==> src/rtl/incr_share_arbiter_pkg.sv <==
// Shared state encodings and default sizing for the shared-incrementer arbiter.
package incr_share_arbiter_pkg;

    typedef enum logic [1:0] {
        S_IDLE = 2'b00,
        S_CALC = 2'b01,
        S_RESP = 2'b10
    } arb_state_t;

    localparam int DEF_WIDTH = 16;
    localparam int DEF_NREQ  = 4;
    localparam int DEF_IDW   = 2;

endpackage

==> src/rtl/incr_core.sv <==
// Combinational +1: ripple chain of full adders with the addend tied low and carry-in high.
module incr_core
    import incr_share_arbiter_pkg::*;
#(
    parameter int WIDTH = DEF_WIDTH
) (
    input  logic [WIDTH-1:0] a,
    output logic [WIDTH:0]   sum
);

    logic [WIDTH:0]   c;
    logic [WIDTH-1:0] b;

    assign b    = '0;
    assign c[0] = 1'b1;

    for (genvar i = 0; i < WIDTH; i++) begin : g_fa
        assign sum[i]   = a[i] ^ b[i] ^ c[i];
        assign c[i+1]   = (a[i] & b[i]) | (c[i] & (a[i] ^ b[i]));
    end

    assign sum[WIDTH] = c[WIDTH];

endmodule

==> src/rtl/incr_share_arbiter.sv <==
// Round-robin front end that time-shares one incr_core among NREQ requesters,
// one operation in flight, valid/ready on both sides.
module incr_share_arbiter
    import incr_share_arbiter_pkg::*;
#(
    parameter int WIDTH = DEF_WIDTH,
    parameter int NREQ  = DEF_NREQ,
    parameter int IDW   = DEF_IDW
) (
    input  logic                  clk,
    input  logic                  rst_n,
    input  logic [NREQ-1:0]       req_valid,
    input  logic [NREQ*WIDTH-1:0] req_data,
    output logic [NREQ-1:0]       req_ready,
    output logic                  rsp_valid,
    input  logic                  rsp_ready,
    output logic [IDW-1:0]        rsp_id,
    output logic [WIDTH:0]        rsp_sum,
    output logic                  busy
);

    arb_state_t       state, state_nxt;
    logic [IDW-1:0]   rr_ptr, id_q, win_id;
    logic [WIDTH-1:0] op_q, win_data;
    logic [WIDTH:0]   sum_q, core_sum;
    logic [NREQ-1:0]  rot;
    logic             win_vld;
    int               win_idx;

    // Rotate so bit 0 is the rr_ptr requester; the lowest set bit wins.
    always_comb begin
        rot     = NREQ'({req_valid, req_valid} >> rr_ptr);
        win_vld = 1'b0;
        win_idx = 0;
        for (int j = NREQ - 1; j >= 0; j--) begin
            if (rot[j]) begin
                win_vld = 1'b1;
                win_idx = int'(rr_ptr) + j;
            end
        end
        if (win_idx >= NREQ) win_idx = win_idx - NREQ;
        win_id   = IDW'(win_idx);
        win_data = '0;
        for (int i = 0; i < NREQ; i++) begin
            if (IDW'(i) == win_id) win_data = req_data[i*WIDTH +: WIDTH];
        end
    end

    // Reset gating keeps req_ready low while rst_n is asserted even though state reads IDLE.
    always_comb begin
        req_ready = '0;
        if (rst_n && state == S_IDLE && win_vld) begin
            for (int i = 0; i < NREQ; i++) begin
                if (IDW'(i) == win_id) req_ready[i] = 1'b1;
            end
        end
    end

    always_comb begin
        state_nxt = state;
        case (state)
            S_IDLE:  if (win_vld)   state_nxt = S_CALC;
            S_CALC:                 state_nxt = S_RESP;
            S_RESP:  if (rsp_ready) state_nxt = S_IDLE;
            default:                state_nxt = S_IDLE;
        endcase
    end

    incr_core #(.WIDTH(WIDTH)) u_core (
        .a   (op_q),
        .sum (core_sum)
    );

    always_ff @(posedge clk or negedge rst_n) begin
        if (!rst_n) begin
            state  <= S_IDLE;
            rr_ptr <= '0;
            op_q   <= '0;
            id_q   <= '0;
            sum_q  <= '0;
        end else begin
            state <= state_nxt;
            if (state == S_IDLE && win_vld) begin
                op_q <= win_data;
                id_q <= win_id;
            end
            if (state == S_CALC) sum_q <= core_sum;
            if (state == S_RESP && rsp_ready) begin
                rr_ptr <= (id_q == IDW'(NREQ - 1)) ? '0 : id_q + IDW'(1);
            end
        end
    end

    assign rsp_valid = (state == S_RESP);
    assign rsp_id    = id_q;
    assign rsp_sum   = sum_q;
    assign busy      = (state != S_IDLE);

endmodule

==> config.mk <==
export PLATFORM = sky130hd
export DESIGN_NAME = incr_share_arbiter
export DESIGN_NICKNAME = d
export VERILOG_FILES = /design/src/rtl/incr_share_arbiter_pkg.sv /design/src/rtl/incr_core.sv /design/src/rtl/incr_share_arbiter.sv
export SDC_FILE = /design/constraint.sdc
export NUM_CORES = 1
export LEC_CHECK = 0
export BUFFER_PORTS_ARGS = -buffer_cell sky130_fd_sc_hd__clkbuf_2
export CORE_ASPECT_RATIO = 1.25
export CORE_MARGIN = 2
export CORE_UTILIZATION = 46
export DETAILED_ROUTE_END_ITERATION = 12
export GPL_TIMING_DRIVEN = 0
export PLACE_DENSITY = 0.76
export SLEW_MARGIN = 20
export SYNTH_ARGS = -nofsm -noshare
export SYNTH_HDL_FRONTEND = slang
export SYNTH_SLANG_ARGS = --single-unit
==> constraint.sdc <==
create_clock -name clk -period 8 [get_ports clk]
set_clock_uncertainty 0.15 [all_clocks]
set_input_delay 0.8 -clock clk [delete_from_list [all_inputs] [get_ports clk]]
set_output_delay 0.8 -clock clk [all_outputs]
set_load 0.01 [all_outputs]
# ---- After elaboration in Yosys (flattened, before gate mapping)
# Index checks and enable logic that the tools add are counted.
dict set report word_totals {
  elab_cells 81
  latchBits 0
  regBits 39
  out_inout_bits 25
  mem_count 0
  inputBits 71
  romBits 0
  ramBits 0
}
dict set report classes {
  n_bitwise 31
  order_cmp 1
  multipliers 0
  reduce_logical 8
  n_addsub 5
  n_eq_ne 8
  n_mux 22
  shifts 1
  n_div 0
}
# operator n
set op_table {}
lappend op_table {{$mux 32} 3}
lappend op_table {{$mux 16} 4}
lappend op_table {{$ge 32x4->1 const B} 1}
lappend op_table {{$and 1x1->1} 15}
lappend op_table {{$xor 1x1->1} 15}
lappend op_table {{$mux 1} 8}
lappend op_table {{$mux 2} 4}
lappend op_table {{$shr 8x2->4} 1}
lappend op_table {{$add 2x2->3 const B} 2}
lappend op_table {{$pmux 2 s3} 1}
lappend op_table {{$eq 2x2->1 const A} 2}
lappend op_table {{$eq 2x2->1 const B} 2}
lappend op_table {{$logic_and 1x1->1} 4}
lappend op_table {{$logic_not 2->1} 2}
lappend op_table {{$mux 4} 1}
lappend op_table {{$add 2x1->3 const B} 1}
lappend op_table {{$mux 3} 1}
lappend op_table {{$add 2x1->2 const B} 1}
lappend op_table {{$eq 1x2->1 const A} 1}
lappend op_table {{$eq 2x1->1 const B} 1}
lappend op_table {{$ne 2x1->1 const B} 1}
lappend op_table {{$ne 2x2->1 const B} 1}
lappend op_table {{$reduce_and 2->1} 1}
lappend op_table {{$reduce_bool 2->1} 1}
lappend op_table {{other kinds (2)} 2}

# ---- Logic depth before layout (Yosys ltp)
dict set report depth {
  depth_word 15
  mapped_depth 16
  ltp_nobuf 16
}

# ---- Modules after synthesis
# From an unflattened synthesis, not the netlist that was laid out.
dict set report unflattened {
  hier_cells 199
  hier_area_um2 2302.2
}
# mod cells_per_inst area_per_inst_um2 n_inst seq_area_each_um2
set modules_own_cells {}
lappend modules_own_cells {incr_share_arbiter 183 2110.8 1 975.9}
lappend modules_own_cells {incr_core 16 191.4 1 0.0}

# ---- Worst setup path after synthesis
# OpenSTA, ideal clock, no wires.
dict set report synth_path {
  path_kind {register to register}
  startpoint {register op_q[0]}
  endpoint {register sum_q[15], in the netlist rsp_sum[15]}
  required_time_ns 7.725
  setup_slack_ns 4.437
  stages_incl_launch_ff 17
  synth_period_minus_slack_ns 3.563
  path_buffers 0
  setup_ns 0.125
  arrival_time_ns 3.288
  path_cell_list {dfrtp_1 -> ha_1 -> ha_1 -> ha_1 -> ha_1 -> ha_1 -> ha_1 -> ha_1 -> ha_1 -> ha_1 -> ha_1 -> ha_1 -> ha_1 -> ha_1 -> ha_1 -> ha_1 -> mux2_2}
}
dict set report synth_between {
  elab_chain_len 15
}
# element line_no
set synth_rtl {}
lappend synth_rtl {{start: declaration} incr_share_arbiter.sv:24} ;# logic [WIDTH-1:0] op_q, win_data;
lappend synth_rtl {{start signal: assignment} incr_share_arbiter.sv:84} ;# op_q <= win_data;
lappend synth_rtl {{$and 1x1->1 (14 in a row)} incr_core.sv:19} ;# assign c[i+1] = (a[i] & b[i]) | (c[i] & (a[i] ^ b[i]));
lappend synth_rtl {{$xor 1x1->1} incr_core.sv:18} ;# assign sum[i] = a[i] ^ b[i] ^ c[i];
lappend synth_rtl {{named net core_sum[15]} incr_share_arbiter.sv:25} ;# logic [WIDTH:0] sum_q, core_sum;
lappend synth_rtl {{end signal: assignment} incr_share_arbiter.sv:87} ;# if (state == S_CALC) sum_q <= core_sum;
lappend synth_rtl {{end: declaration} incr_share_arbiter.sv:25}
# The timed path passes the listed nets, and every way through them passes these cells.
# A chain may end at the register's enable or synchronous reset.

# ---- Final worst setup path
# Same ends and word-level chain as after synthesis.

==> impl_metrics.toml <==
[clock_tree]
cts_hold_buf = 0
clockBufferDepth = 2
postCtsSetupBuffers = 0
cts-resized-gates = 0
path_clk_slew_ns = 0.09
root_buffer = "clkbuf_8"
cts_made_buffers = 5
cts.sinks = 39
cts_tree = "yes"
clock_latency_ns = 0.30
cts_max_level = 2

[synthesis]
ys.flop_type = "dfrtp_1"
synth_top_area_share_pct = 40.2
ys_seq_elements = 39
ys_warn_count = 0
async_reset_ff_share_pct = 100
yosys.area.top_type = "dfrtp_1"
syn_area_mm2 = 0.00243
synth_cells = 208
ys_types = 37
syn_avg_cell_area_um2 = 11.7
syn_nets = 295
synthTopCellsByArea = "dfrtp_1, mux2_2, a211oi_2"
synth_edf_count = 0
seq_area_frac_synth_pct = 40.2

[final_layout]
mostFrequentLayoutCell = "clkbuf_2"
drive_gt1_share_pct = 51.8
fin_util_pct = 60.9
final_cell_mix = "clkbuf_2, dfrtp_1, mux2_2"
area_growth_pct = 27.4
nets = 397
n_antenna_cell = 0

[setup_path]
worst-path-buf-inv = 0
path_cells = "ha_1, ha_1, ha_1, ha_1, ha_1, ha_1, ha_1, ha_1, ha_1, ha_1, ha_1, ha_1, ha_1, ha_1, ha_1, mux2_2"
worst-path-stages = 16
crit_top_cell = "ha_1"
critPathTopFamily = "adder cells"
cp_slowest_stage_delay_ns = 0.42
start_kind = "flop"
cp-startpoint = "op_q[0]"
worst-path-max-fanout = 3
r2r-start = "op_q[0]"
crit_slowest_cell = "dfrtp_1"
cp.required_ns = 8.04
rr_worst_depth = 16
end_kind = "flop"
crit_type = "reg -> reg"
cp.arrival_ns = 3.95

[die]
chipWidth_um = 69.0
chipHeight_um = 85.2
rows = 29
core_area_mm2 = 0.00508
io_pins = 96
start_util_pct = 47.8
die_area_mm2 = 0.00587

[min_path]
hp-start = "rsp_sum[0]"
hold_depth = 2
min_path_type = "reg -> reg"

[detailed_routing]
drtAntennaViolNets = 0
routedWlPerCell_um = 17.1
wl_met1_um = 2540
dr.max_layer_used = "met4"
routed-via-count = 2090
drtIter0Drc = 151
routed-wl-met3_um = 436
wl_met2_um = 3210
dr.pass1.iters = 4
drcViolationCount = 0
via_per_inst = 5.60
routed_wl_um = 6400

[sta]
timing.final.crit_share_pct = 48.9
setup_viol = 0
fmax_ghz = 0.256
hold_viol = 0
worst_pin_slew_ns = 0.903
period_minus_slack_ns = 3.91
slew_headroom_pct = 39.8
slew_viol_final = 0
rsz0062_at_grt = "no"
finalSetupTns_ns = 0

[place]
port_buffers = 95
routabilityCongestion = 0.833
dp.final_hpwl_um = 4850

[global_route]
overflow = 0
antenna_found_initial = 0
grt_pass1_vias = 2031
track_usage_pct = 22.8
grt_max_degree = 42
grt_pass1_wl_um = 9750

[outcome]
outcome = "complete, no violations"

[power_and_ir_drop]
leakage_nw = 1.52
max-vdd-ir-drop_uv = 151
pwr_density_cell_mw_per_mm2 = 356

[job]
cap_viol_max_count = 0
## tightest hold or removal path, delay by kind of cell, from the launching register on
| family | cells | cell delay, ns |
|---|---|---|
| flip-flops | 1 | 0.35 |
| AO/OA/AOI/OAI | 1 | 0.06 |
| AND/OR/NAND/NOR | 1 | 0.05 |
## state kept, by name (all words and copies together) (netlist names)
register,flops
op_q,16
rsp_sum,17
state,2
rr_ptr,2
rsp_id,2
## cell families (layout without fill, tap and decap cells)
group	count (synthesis)	after routing	share of synthesized area, %
buffers and inverters	16	119	4.13
DFF	39	39	40.2
adders and majority gates	16	16	8.25
AOI/OAI and AO/OA	58	58	21.5
and+or+nand+nor	46	46	10.8
muxes	33	33	15.1
## final cells by class
type                       count  area, µm²
fill                         441       1990
multi-input combinational    153       1350
sequential                    39        976
timing repair buffer          95        475
buffer                        14       92.6
tap                           62       77.6
clock buffer                   5       68.8
clock inverter                 3       43.8
inverter                       2       7.51
## worst paths after layout
path	end	slack [ns]
hold / removal	rsp_sum[0]	0.35
hold reg to reg	rsp_sum[0]	0.35
min in group asynchronous	rsp_sum[16]	0.47
setup reg to reg	rsp_sum[15]	4.09
setup / recovery	rsp_sum[15]	4.09
max in group asynchronous	rsp_id[1]	6.66
## metrics by stage
stage          total power, mW  hold WS (ns)  instances  setup slack, ns  cell area, µm²
5_1_grt                   1.18         0.382        373             3.89            3090
2_1_floorplan            0.754         0.318        208             4.44            2430
6_report                  1.10         0.348        373             4.09            3090
3_3_place_gp             0.911         0.326        365             4.19            2980
3_5_place_dp             0.936         0.337        365             4.12            2980
4_1_cts                   1.11         0.356        373             4.06            3090
## cell usage after synthesis (all sizes together), types with 6 or more instances
master / n
a211oi: 16
a21oi: 9
a221o: 8
buf: 8
clkbuf: 6
dfrtp: 39
ha: 16
mux2: 25
mux2i: 8
nand2: 7
nand4: 8
nor2: 17
o31a: 8
o31ai: 9
## report_power, final
group          internal, mW  switching [mW]
combinational         0.273           0.299
clock                0.0929          0.0760
sequential            0.295          0.0662
## routing by layer
layer | global-route usage [%] | up-vias
met3 | 4.38 | 15
met1 | 29.5 | 985
met2 | 36.5 | 95
met4 | 9.98 | 0
li1 | - | 995
met5 | 0 | -
Note: power is estimated with default switching activity, not from simulation.
